===== src/rtl/seven_seg_pkg.sv =====
// seven_seg_pkg: shared scan states, blanking constants and hex-to-segment table
package seven_seg_pkg;
  typedef enum logic {ST_BLANK, ST_DRIVE} scan_state_t;
  localparam logic [6:0] SEG_OFF = 7'b1111111;
  localparam logic [3:0] AN_OFF = 4'b1111;
  // Active-low {g,f,e,d,c,b,a}, entry 0 in the least significant slot
  localparam logic [15:0][6:0] HEX_SEG = {
    7'b0001110, 7'b0000110, 7'b0100001, 7'b1000110,
    7'b0000011, 7'b0001000, 7'b0010000, 7'b0000000,
    7'b1111000, 7'b0000010, 7'b0010010, 7'b0011001,
    7'b0110000, 7'b0100100, 7'b1111001, 7'b1000000
  };
endpackage


===== src/rtl/seg_scan_ctrl_if.sv =====
// seg_scan_ctrl_if: value load handshake and display drive signals of the scan controller
interface seg_scan_ctrl_if;
  logic [15:0] value_i;
  logic [3:0] dp_i;
  logic blank_lz_i;
  logic load_i;
  logic pending_o;
  logic [3:0] anode_o;
  logic [6:0] seg_o;
  logic dp_o;
  logic frame_o;
  modport master (output value_i, dp_i, blank_lz_i, load_i, input pending_o, anode_o, seg_o, dp_o, frame_o);
  modport slave (input value_i, dp_i, blank_lz_i, load_i, output pending_o, anode_o, seg_o, dp_o, frame_o);
endinterface


===== src/rtl/hex_to_seg7.sv =====
// hex_to_seg7: hex nibble to active-low seven-segment pattern
module hex_to_seg7
  import seven_seg_pkg::*;
(
  input  logic [3:0] nibble,
  output logic [6:0] seg
);
  assign seg = HEX_SEG[nibble];
endmodule


===== src/rtl/seg_scan_ctrl.sv =====
// seg_scan_ctrl: 4-digit common-anode scan with blank interval and frame-aligned double buffering
module seg_scan_ctrl
  import seven_seg_pkg::*;
#(
  parameter int DIGIT_TICKS = 50000,
  parameter int BLANK_TICKS = 500
) (
  input logic clk_i,
  input logic reset_i,
  seg_scan_ctrl_if.slave bus
);
  localparam int CW = (DIGIT_TICKS > 2) ? $clog2(DIGIT_TICKS) : 1;
  localparam logic [CW-1:0] LAST = CW'(DIGIT_TICKS - 1);
  localparam logic [CW-1:0] BLANK = CW'(BLANK_TICKS);
  scan_state_t state, state_n;
  logic [CW-1:0] cnt, cnt_n;
  logic [1:0] digit, digit_n;
  logic [15:0] disp_val, pend_val;
  logic [3:0] disp_dp, pend_dp;
  logic pend, boundary, lz_blank;
  logic [3:0] nib;
  logic [6:0] seg_dec;
  always_comb begin
    boundary = digit == 2'd3 && cnt == LAST;
    cnt_n = cnt == LAST ? '0 : cnt + 1'b1;
    digit_n = cnt == LAST ? digit + 2'd1 : digit;
    state_n = cnt_n < BLANK ? ST_BLANK : ST_DRIVE;
    nib = disp_val[{digit, 2'b00} +: 4];
    lz_blank = bus.blank_lz_i && digit != 2'd0 && (disp_val >> {digit, 2'b00}) == 16'd0;
  end
  hex_to_seg7 u_dec (.nibble(nib), .seg(seg_dec));
  always_ff @(posedge clk_i) begin
    if (reset_i) begin
      state <= ST_BLANK;
      cnt <= '0;
      digit <= '0;
    end else begin
      state <= state_n;
      cnt <= cnt_n;
      digit <= digit_n;
    end
  end
  // A load on the boundary cycle bypasses the pending buffer
  always_ff @(posedge clk_i) begin
    if (reset_i) begin
      disp_val <= '0;
      disp_dp <= '0;
      pend_val <= '0;
      pend_dp <= '0;
      pend <= 1'b0;
    end else if (boundary) begin
      disp_val <= bus.load_i ? bus.value_i : pend ? pend_val : disp_val;
      disp_dp <= bus.load_i ? bus.dp_i : pend ? pend_dp : disp_dp;
      pend <= 1'b0;
    end else if (bus.load_i) begin
      pend_val <= bus.value_i;
      pend_dp <= bus.dp_i;
      pend <= 1'b1;
    end
  end
  always_ff @(posedge clk_i) begin
    if (reset_i) begin
      bus.anode_o <= AN_OFF;
      bus.seg_o <= SEG_OFF;
      bus.dp_o <= 1'b1;
      bus.frame_o <= 1'b0;
    end else begin
      bus.anode_o <= state == ST_DRIVE ? ~(4'b0001 << digit) : AN_OFF;
      bus.seg_o <= state == ST_DRIVE && !lz_blank ? seg_dec : SEG_OFF;
      bus.dp_o <= state == ST_DRIVE ? ~disp_dp[digit] : 1'b1;
      bus.frame_o <= boundary;
    end
  end
  assign bus.pending_o = pend;
endmodule


===== src/flat_wrapper.sv =====
// flat-port wrapper written by rule: the top's interface ports become plain ports
module seg_scan_ctrl_flat import seven_seg_pkg::*;
#(
  parameter int DIGIT_TICKS = 50000,
  parameter int BLANK_TICKS = 500
)
  (clk_i, reset_i, bus_value_i, bus_dp_i, bus_blank_lz_i, bus_load_i, bus_pending_o, bus_anode_o, bus_seg_o, bus_dp_o, bus_frame_o);
  seg_scan_ctrl_if bus_i ();
  input logic clk_i;
  input logic reset_i;
  input wire logic [$bits(bus_i.value_i)-1:0] bus_value_i;
  input wire logic [$bits(bus_i.dp_i)-1:0] bus_dp_i;
  input wire logic [$bits(bus_i.blank_lz_i)-1:0] bus_blank_lz_i;
  input wire logic [$bits(bus_i.load_i)-1:0] bus_load_i;
  output wire logic [$bits(bus_i.pending_o)-1:0] bus_pending_o;
  output wire logic [$bits(bus_i.anode_o)-1:0] bus_anode_o;
  output wire logic [$bits(bus_i.seg_o)-1:0] bus_seg_o;
  output wire logic [$bits(bus_i.dp_o)-1:0] bus_dp_o;
  output wire logic [$bits(bus_i.frame_o)-1:0] bus_frame_o;
  assign bus_i.value_i = bus_value_i;
  assign bus_i.dp_i = bus_dp_i;
  assign bus_i.blank_lz_i = bus_blank_lz_i;
  assign bus_i.load_i = bus_load_i;
  assign bus_pending_o = bus_i.pending_o;
  assign bus_anode_o = bus_i.anode_o;
  assign bus_seg_o = bus_i.seg_o;
  assign bus_dp_o = bus_i.dp_o;
  assign bus_frame_o = bus_i.frame_o;
  seg_scan_ctrl #(.DIGIT_TICKS(DIGIT_TICKS), .BLANK_TICKS(BLANK_TICKS)) u_core (.clk_i(clk_i), .reset_i(reset_i), .bus(bus_i));
endmodule

===== config.mk =====
export PLATFORM = sky130hd
export DESIGN_NAME = seg_scan_ctrl_flat
export DESIGN_NICKNAME = d
export VERILOG_FILES = /design/src/rtl/seven_seg_pkg.sv /design/src/rtl/seg_scan_ctrl_if.sv /design/src/rtl/hex_to_seg7.sv /design/src/rtl/seg_scan_ctrl.sv /design/src/flat_wrapper.sv
export SDC_FILE = /design/constraint.sdc
export NUM_CORES = 1
export LEC_CHECK = 0
export CORE_MARGIN = 4
export CORE_UTILIZATION = 50
export DETAILED_ROUTE_END_ITERATION = 8
export GPL_ROUTABILITY_DRIVEN = 0
export PLACE_DENSITY = 0.74
export SYNTH_ARGS = -nofsm -noshare
export SYNTH_HDL_FRONTEND = slang
export SYNTH_SLANG_ARGS = --single-unit

===== constraint.sdc =====
create_clock -name clk_i -period 2.2 [get_ports clk_i]
set_input_delay 0.22 -clock clk_i [delete_from_list [all_inputs] [get_ports clk_i]]
set_output_delay 0.22 -clock clk_i [all_outputs]
set_load 0.1 [all_outputs]

==> flow_metrics.env, run 1 <==
export IMPL_seq_area_frac_synth_pct=41.9
export IMPL_die_w_um=91.5
export IMPL_power_switching_mw=0.599
export IMPL_vias=2673
export IMPL_pre_cts_ws_ps=28.0
export IMPL_cts_htree_levels=3
export IMPL_post_route_min_period_ps=2040
export IMPL_required_ps=2480
export IMPL_synthToLayoutAreaGrowth_pct=20.4
export IMPL_p_per_area_nw_per_um2=637
export IMPL_seq_power_share_pct=51.1
export IMPL_holdCritPathClass="in2reg"
export IMPL_via_per_inst=5.36
export IMPL_rrSetupSlack_ps=160
export IMPL_antenna_cells=0
export IMPL_clk_pin_slew_ps=70
export IMPL_clock_latency_ps=350
export IMPL_fmax_mhz=491
export IMPL_netlist_instances=361
export IMPL_drv_cap=0
export IMPL_crit_path_cell_trace="mux4_2 -> inv_1 -> ha_1 -> nand3b_1 -> o31ai_1 -> nand3_2 -> o211ai_1"
export IMPL_timing_final_crit_share_pct=92.5
export IMPL_cp_num_buf_inv=1
export IMPL_grt_max_degree=49
export IMPL_ys_warn_count=0
export IMPL_r2r_worst_path_cells=7
export IMPL_hold_violations=0
export IMPL_fin_area_sq_um=4200
export IMPL_ant_nets=0
export IMPL_finalCoreUtilization_pct=61.8
export IMPL_relSlewSlack_pct=63.6
export IMPL_die_area_sq_um=8370
export IMPL_syn_area_sq_um=3480
export IMPL_p_leak_nw=1.58
export IMPL_grt_overflow=0
export IMPL_cts_tree="done"
export IMPL_power_frac_clock_pct=41.6
export IMPL_status="complete, no violations"
export IMPL_instances_no_fill=499
export IMPL_num_io_pins=38
export IMPL_drc_errors=0
export IMPL_grt_pass1_wl_mm=11.9
export IMPL_cts_sinks=73
export IMPL_r2r_start="u_core.digit[0]"
export IMPL_crit_path_end="u_core.bus.seg_o[1]"
export IMPL_fin_nets=433
export IMPL_path_depth=7
export IMPL_drt_total_wl_mm=6.87
export IMPL_r2r_end="u_core.bus.seg_o[1]"
export IMPL_cp_data_arrival_time_ps=2310
export IMPL_syn_num_nets=395
export IMPL_final_setup_tns_ps=0
export IMPL_start_util_pct=51.3
export IMPL_cp_end_kind="flip-flop"
export IMPL_slowest_stage="mux4_2"
export IMPL_fin_skew_ps=7.89
export IMPL_p_int_mw=2.07
export IMPL_dr_first_iter_drc_count=152
export IMPL_dpl_hpwl_mm=4.74
export IMPL_hold_buffers=0
export IMPL_p_comb_share_pct=7.2
export IMPL_fin_ws_ps=164
export IMPL_layout_commonest_cell="dfxtp_1"
export IMPL_worst_pin_slew_ps=546
export IMPL_drive_gt1_share_pct=17.1
export IMPL_placed_cell_area_sq_um=3970
export IMPL_first_pass_iters=4
export IMPL_critPathMaxStageDelay_ps=580
export IMPL_yosys_most_used_dff="dfxtp_1"
export IMPL_cts_buffers=9
export IMPL_setup_viol=0
export IMPL_path_max_fanout=7
export IMPL_ys_types=48
export IMPL_antenna_found_initial=0
export IMPL_hold_ws_ps=114
export IMPL_switching_share_pct=22.4
export IMPL_dp_cells=483
export IMPL_ys_ff_latch=73
export IMPL_path_class="reg2reg"
export IMPL_ir_drop_mv=0.396
export IMPL_grt_use_total_pct=17.7
export IMPL_synth_edf_count=0
export IMPL_io_buffers=37
export IMPL_crit_path_start="u_core.digit[0]"
export IMPL_cts_root_buffer="clkbuf_8"
export IMPL_rsz0062_at_grt="false"
export IMPL_cp_top_family="multiplexers"
export IMPL_rows=30
export IMPL_avgSynthCellArea_sq_um=9.65
export IMPL_die_h_um=91.5
export IMPL_finalPower_mw=2.67
export IMPL_start_kind="flip-flop"
export IMPL_grt_pass1_vias=2538
export IMPL_coreArea_sq_um=6790
export IMPL_wl_per_cell_um=13.8
export IMPL_mostFrequentLayoutCells="73 x dfxtp_1, 66 x nor2_1, 42 x mux2i_1"
export IMPL_slew_viol_final=0
export IMPL_cts_max_path_buffers=2
export IMPL_async_flop_share_pct=0
==> timing repair <==
action | CTS | global route
setup endpoints to repair | 2 | 25
buffers inserted | 0 | 1
gates cloned | 0 | 0
endpoints found under the hold margin | 0 | 0
pin swaps | 0 | 2
gates resized for setup | 1 | 4
==> logic make-up after synthesis <==
group | count (synthesis) | synth area share, %
buf+inv | 39 | 5.13
mux | 48 | 16.4
flops | 73 | 41.9
xor+xnor | 16 | 4.02
simple gates | 126 | 17.5
compound gates | 49 | 11.4
fa+ha+maj | 10 | 3.59
==> power groups by stage <==
stage | clock [mW] | sequential (mW) | combinational [mW]
2_1_floorplan | 0 | 1.40 | 0.107
3_3_place_gp | 0 | 1.39 | 0.190
3_5_place_dp | 0 | 1.40 | 0.194
4_1_cts | 1.14 | 1.37 | 0.195
5_1_grt | 1.20 | 1.37 | 0.210
6_report | 1.11 | 1.37 | 0.194
==> flip-flops by register name, indices dropped and copies added (netlist names) <==
signal	flops
u_core.bus.anode_o	4
u_core.state	1
u_core.pend_val	16
u_core.bus.pending_o	1
u_core.pend_dp	4
u_core.bus.dp_o	1
u_core.digit	2
u_core.disp_val	16
u_core.cnt	16
u_core.bus.seg_o	7
u_core.bus.frame_o	1
u_core.disp_dp	4
==> cell usage after synthesis (2+ instances only) <==
cell type / number / area, sq um
a211oi_1: 11 / 82.6
a211oi_2: 10 / 125
a21oi_1: 5 / 25.0
a31oi_1: 2 / 12.5
buf_1: 2 / 7.51
buf_2: 5 / 25.0
buf_4: 3 / 22.5
buf_6: 2 / 22.5
clkbuf_1: 16 / 60.1
dfxtp_1: 73 / 1460
ha_1: 10 / 125
inv_1: 11 / 41.3
mux2i_1: 42 / 420
mux4_1: 4 / 105
mux4_2: 2 / 45.0
nand2_1: 13 / 48.8
nand2b_1: 3 / 18.8
nand3_1: 9 / 45.0
nand3b_1: 2 / 15.0
nand4_1: 6 / 37.5
nor2_1: 66 / 248
nor2b_1: 3 / 18.8
nor3_1: 9 / 45.0
nor4_1: 4 / 25.0
o21ai_0: 5 / 25.0
o21ai_1: 2 / 10.0
o221ai_1: 5 / 43.8
o31ai_1: 2 / 15.0
xnor2_1: 11 / 96.3
xor2_1: 5 / 43.8
==> per-layer routing <==
| metal | share of wire, % | wire, um | global-route usage (%) | vias up |
|---|---|---|---|---|
| li1 | - | - | - | 1356 |
| met1 | 49 | 3380 | 23.1 | 1247 |
| met2 | 44 | 3020 | 26.9 | 55 |
| met3 | 4.5 | 307 | 4.14 | 15 |
| met4 | 2.4 | 166 | 9.30 | 0 |
| met5 | 0 | 0 | 0 | - |
==> worst min-delay path by stage <==
stage / from / end / cells past startpoint
after floorplan: bus_dp_i[0] / u_core.pend_dp[0] / 2
after global placement: u_core.pend_val[11] / u_core.pend_val[11] / 2
after detailed placement: reset_i / u_core.cnt[2] / 2
after CTS: reset_i / u_core.cnt[2] / 2
after global routing: reset_i / u_core.cnt[2] / 2
final: reset_i / u_core.cnt[2] / 2
==> area by class of cell <==
class                   instances  area (sq um)
clock buffers                   9           124
multi-input cells             249          1860
well taps                      96           120
repair buffers                 55           503
flip-flops and latches         73          1460
clock inverters                 6          83.8
inverters                      11          41.3
fillers                       585          2600
No activity file was read; power rests on OpenSTA's default activity.
==> run 2, diff against run 1 <==
Settings changed: PLACE_DENSITY 0.74 to 0.73, SYNTH_HIERARCHICAL from default to 1.
==> run 2 against run 1 <==
Cell count rose by 7.6%. Utilization fell by 2.0 points. Cell area rose by 3.3%. Critical endpoint is now u_core/state.
==> flow_metrics.env, run 2 <==
export IMPL_cts_root_buffer="clkbuf_8"
export IMPL_layout_commonest_cell="dfxtp_1"
export IMPL_reg_largest_list="u_core/cnt (16), u_core/disp_val (16), u_core/pend_val (16)"
export IMPL_vias=2840
export IMPL_path_class="reg2reg"
export IMPL_start_kind="flip-flop"
export IMPL_drv_cap=0
export IMPL_p_comb_share_pct=6.7
export IMPL_cts_htree_levels=3
export IMPL_syn_num_nets=429
export IMPL_syn_area_sq_um=3720
export IMPL_final_setup_tns_ps=0
export IMPL_clock_latency_ps=340
export IMPL_path_max_fanout=2
export IMPL_yosys_area_share_simple_pct=20.7
export IMPL_io_buffers=37
export IMPL_wl_per_cell_um=13.9
export IMPL_grt_use_total_pct=17.6
export IMPL_synth_compound_area_share_pct=14.2
export IMPL_synth_common_cells="73 x dfxtp_1, 52 x nand2_1, 49 x nor2_1"
export IMPL_holdCritPathClass="in2reg"
export IMPL_fin_nets=469
export IMPL_ir_drop_mv=0.371
export IMPL_hold_buffers=0
export IMPL_async_flop_share_pct=0
export IMPL_die_area_sq_um=8890
export IMPL_clk_pin_slew_ps=80
export IMPL_synth_edf_count=0
export IMPL_fmax_mhz=474
export IMPL_finalPower_mw=2.73
export IMPL_grt_pass1_wl_mm=12.3
export IMPL_nFillCells=644
export IMPL_worst_pin_slew_ps=641
export IMPL_timing_final_crit_share_pct=96.0
export IMPL_synth_most_common_cell="dfxtp_1"
export IMPL_mostFrequentLayoutCells="72 x dfxtp_1, 52 x nand2_1, 49 x nor2_1"
export IMPL_start_util_pct=51.4
export IMPL_multiInputGateArea_sq_um=1970
export IMPL_muxShareOfSynthArea_pct=10.5
export IMPL_power_switching_mw=0.652
export IMPL_fin_area_sq_um=4340
export IMPL_cp_end_kind="flip-flop"
export IMPL_instances_no_fill=537
export IMPL_slew_viol_final=0
export IMPL_netlist_instances=393
export IMPL_drt_total_wl_mm=7.46
export IMPL_yosys_most_used_dff="dfxtp_1"
export IMPL_first_pass_iters=6
export IMPL_relSlewSlack_pct=57.3
export IMPL_synth_top_family_by_area="simple AND/OR/NAND/NOR gates"
export IMPL_dp_cells=519
export IMPL_hold_violations=0
export IMPL_cp_data_arrival_time_ps=2320
export IMPL_post_route_min_period_ps=2110
export IMPL_synth_top_area_share_pct=39.2
export IMPL_antenna_cells=0
export IMPL_rows=31
export IMPL_ys_ff_latch=73
export IMPL_seq_power_share_pct=50.0
export IMPL_ys_warn_count=6
export IMPL_dr_first_iter_drc_count=154
export IMPL_num_io_pins=38
export IMPL_synthToLayoutAreaGrowth_pct=16.4
export IMPL_power_frac_clock_pct=43.3
export IMPL_synthAdderAreaFrac_pct=4.03
export IMPL_cts_tree="done"
export IMPL_p_leak_nw=1.59
export IMPL_cts_sinks=73
export IMPL_setup_viol=0
export IMPL_grt_max_degree=49
export IMPL_drc_errors=0
export IMPL_p_int_mw=2.08
export IMPL_required_ps=2410
export IMPL_grt_pass1_vias=2725
export IMPL_dpl_hpwl_mm=5.18
export IMPL_p_per_area_nw_per_um2=629
export IMPL_synth_top_cells_by_area="dfxtp_1 39%, a211oi_2 6.7%, mux2i_1 6.4%, nand2_1 5.2%, nor2_1 4.9%"
export IMPL_synth_top_cell_by_area="dfxtp_1"
export IMPL_ys_types=55
export IMPL_seq_area_frac_synth_pct=39.2
export IMPL_via_per_inst=5.29
export IMPL_rsz0062_at_grt="false"
export IMPL_fin_skew_ps=8.28
export IMPL_drive_gt1_share_pct=21.0
export IMPL_die_h_um=94.3
export IMPL_avgSynthCellArea_sq_um=9.48
export IMPL_grt_overflow=0
export IMPL_switching_share_pct=23.9
export IMPL_coreArea_sq_um=7250
export IMPL_antenna_found_initial=0
export IMPL_cts_max_path_buffers=2
export IMPL_ant_nets=0
export IMPL_cts_buffers=9
export IMPL_synth_xor_area_share_pct=3.06
export IMPL_hold_ws_ps=141
export IMPL_die_w_um=94.3
export IMPL_placed_cell_area_sq_um=4080
export IMPL_status="complete, no violations"
export IMPL_seq_area_sq_um=1460
## run 2: cell types whose count changed after synthesis, sizes merged, moves of 3 or more
cell    before  now
nand4        7    3
and3         0    6
nand3        9   14
xnor2       11    8
a21oi        5   26
mux2i       42   24
nor2        66   50
nand2       13   52
nand2b       3    8
o221ai       5    2
nor3        10    5
## run 2: layout make-up
type                       instances  area share [%]
clock buffer                       9            2.86
clock inverter                     7            2.34
inverter                           9           0.779
multi-input combinational        281            45.4
sequential                        73            33.7
tap                               99            2.86
timing repair buffer              59            12.0
## run 2: final timing paths
| path | startpoint | endpoint | slack (ps) | depth (start not counted) |
|---|---|---|---|---|
| hold reg to reg | u_core/pend_val[4] | u_core/pend_val[4] | 460 | 2 |
| setup / recovery | u_core/cnt[7] | u_core/state | 90 | 6 |
| hold / removal | reset_i | u_core/cnt[14] | 140 | 2 |
| setup reg to reg | u_core/cnt[7] | u_core/state | 90 | 6 |
## run 2: worst max-delay path, cell delays in order, from the launching register on
cell and delay [ps]:
dfxtp_1 320, or4_4 540, nor4_4 340, o21ai_0 150, a21boi_0 270, a21boi_0 220, o221ai_1 150
## run 2: layer usage
metal | GRT usage (%) | routed length (um)
met1 | 23.3 | 3600
met2 | 27.5 | 3430
met5 | 0 | 0
met3 | 3.45 | 365
met4 | 8.30 | 64
## run 2: what timing repair did
item	in CTS	in global routing
setup buffers	0	2
endpoints found under the setup margin	0	32
resized for setup	0	3
## run 2: metrics by stage
stage	worst slack [ps]	utilization, %
after floorplan	42.0	-
after global placement	147	56.2
after detailed placement	102	56.2
after CTS	63.3	59.3
after global routing	19.2	59.8
final	88.2	59.8
## run 2: logic make-up (layout without fill, tap and decap cells)
| group | count (synthesis) | count (layout) |
|---|---|---|
| DFF | 73 | 73 |
| and+or+nand+nor | 159 | 159 |
| adders and majority gates | 12 | 12 |
| xor gates and xnor gates | 13 | 13 |
| buffers and inverters | 39 | 84 |
| muxes | 31 | 31 |
| AOI/OAI and AO/OA | 66 | 66 |
## run 2: power groups by stage
stage / clock network, mW / registers [mW] / logic, mW
2_1_floorplan: 0 / 1.40 / 0.116
3_3_place_gp: 0 / 1.39 / 0.178
3_5_place_dp: 0 / 1.39 / 0.181
4_1_cts: 1.22 / 1.36 / 0.183
5_1_grt: 1.28 / 1.37 / 0.199
6_report: 1.18 / 1.36 / 0.183
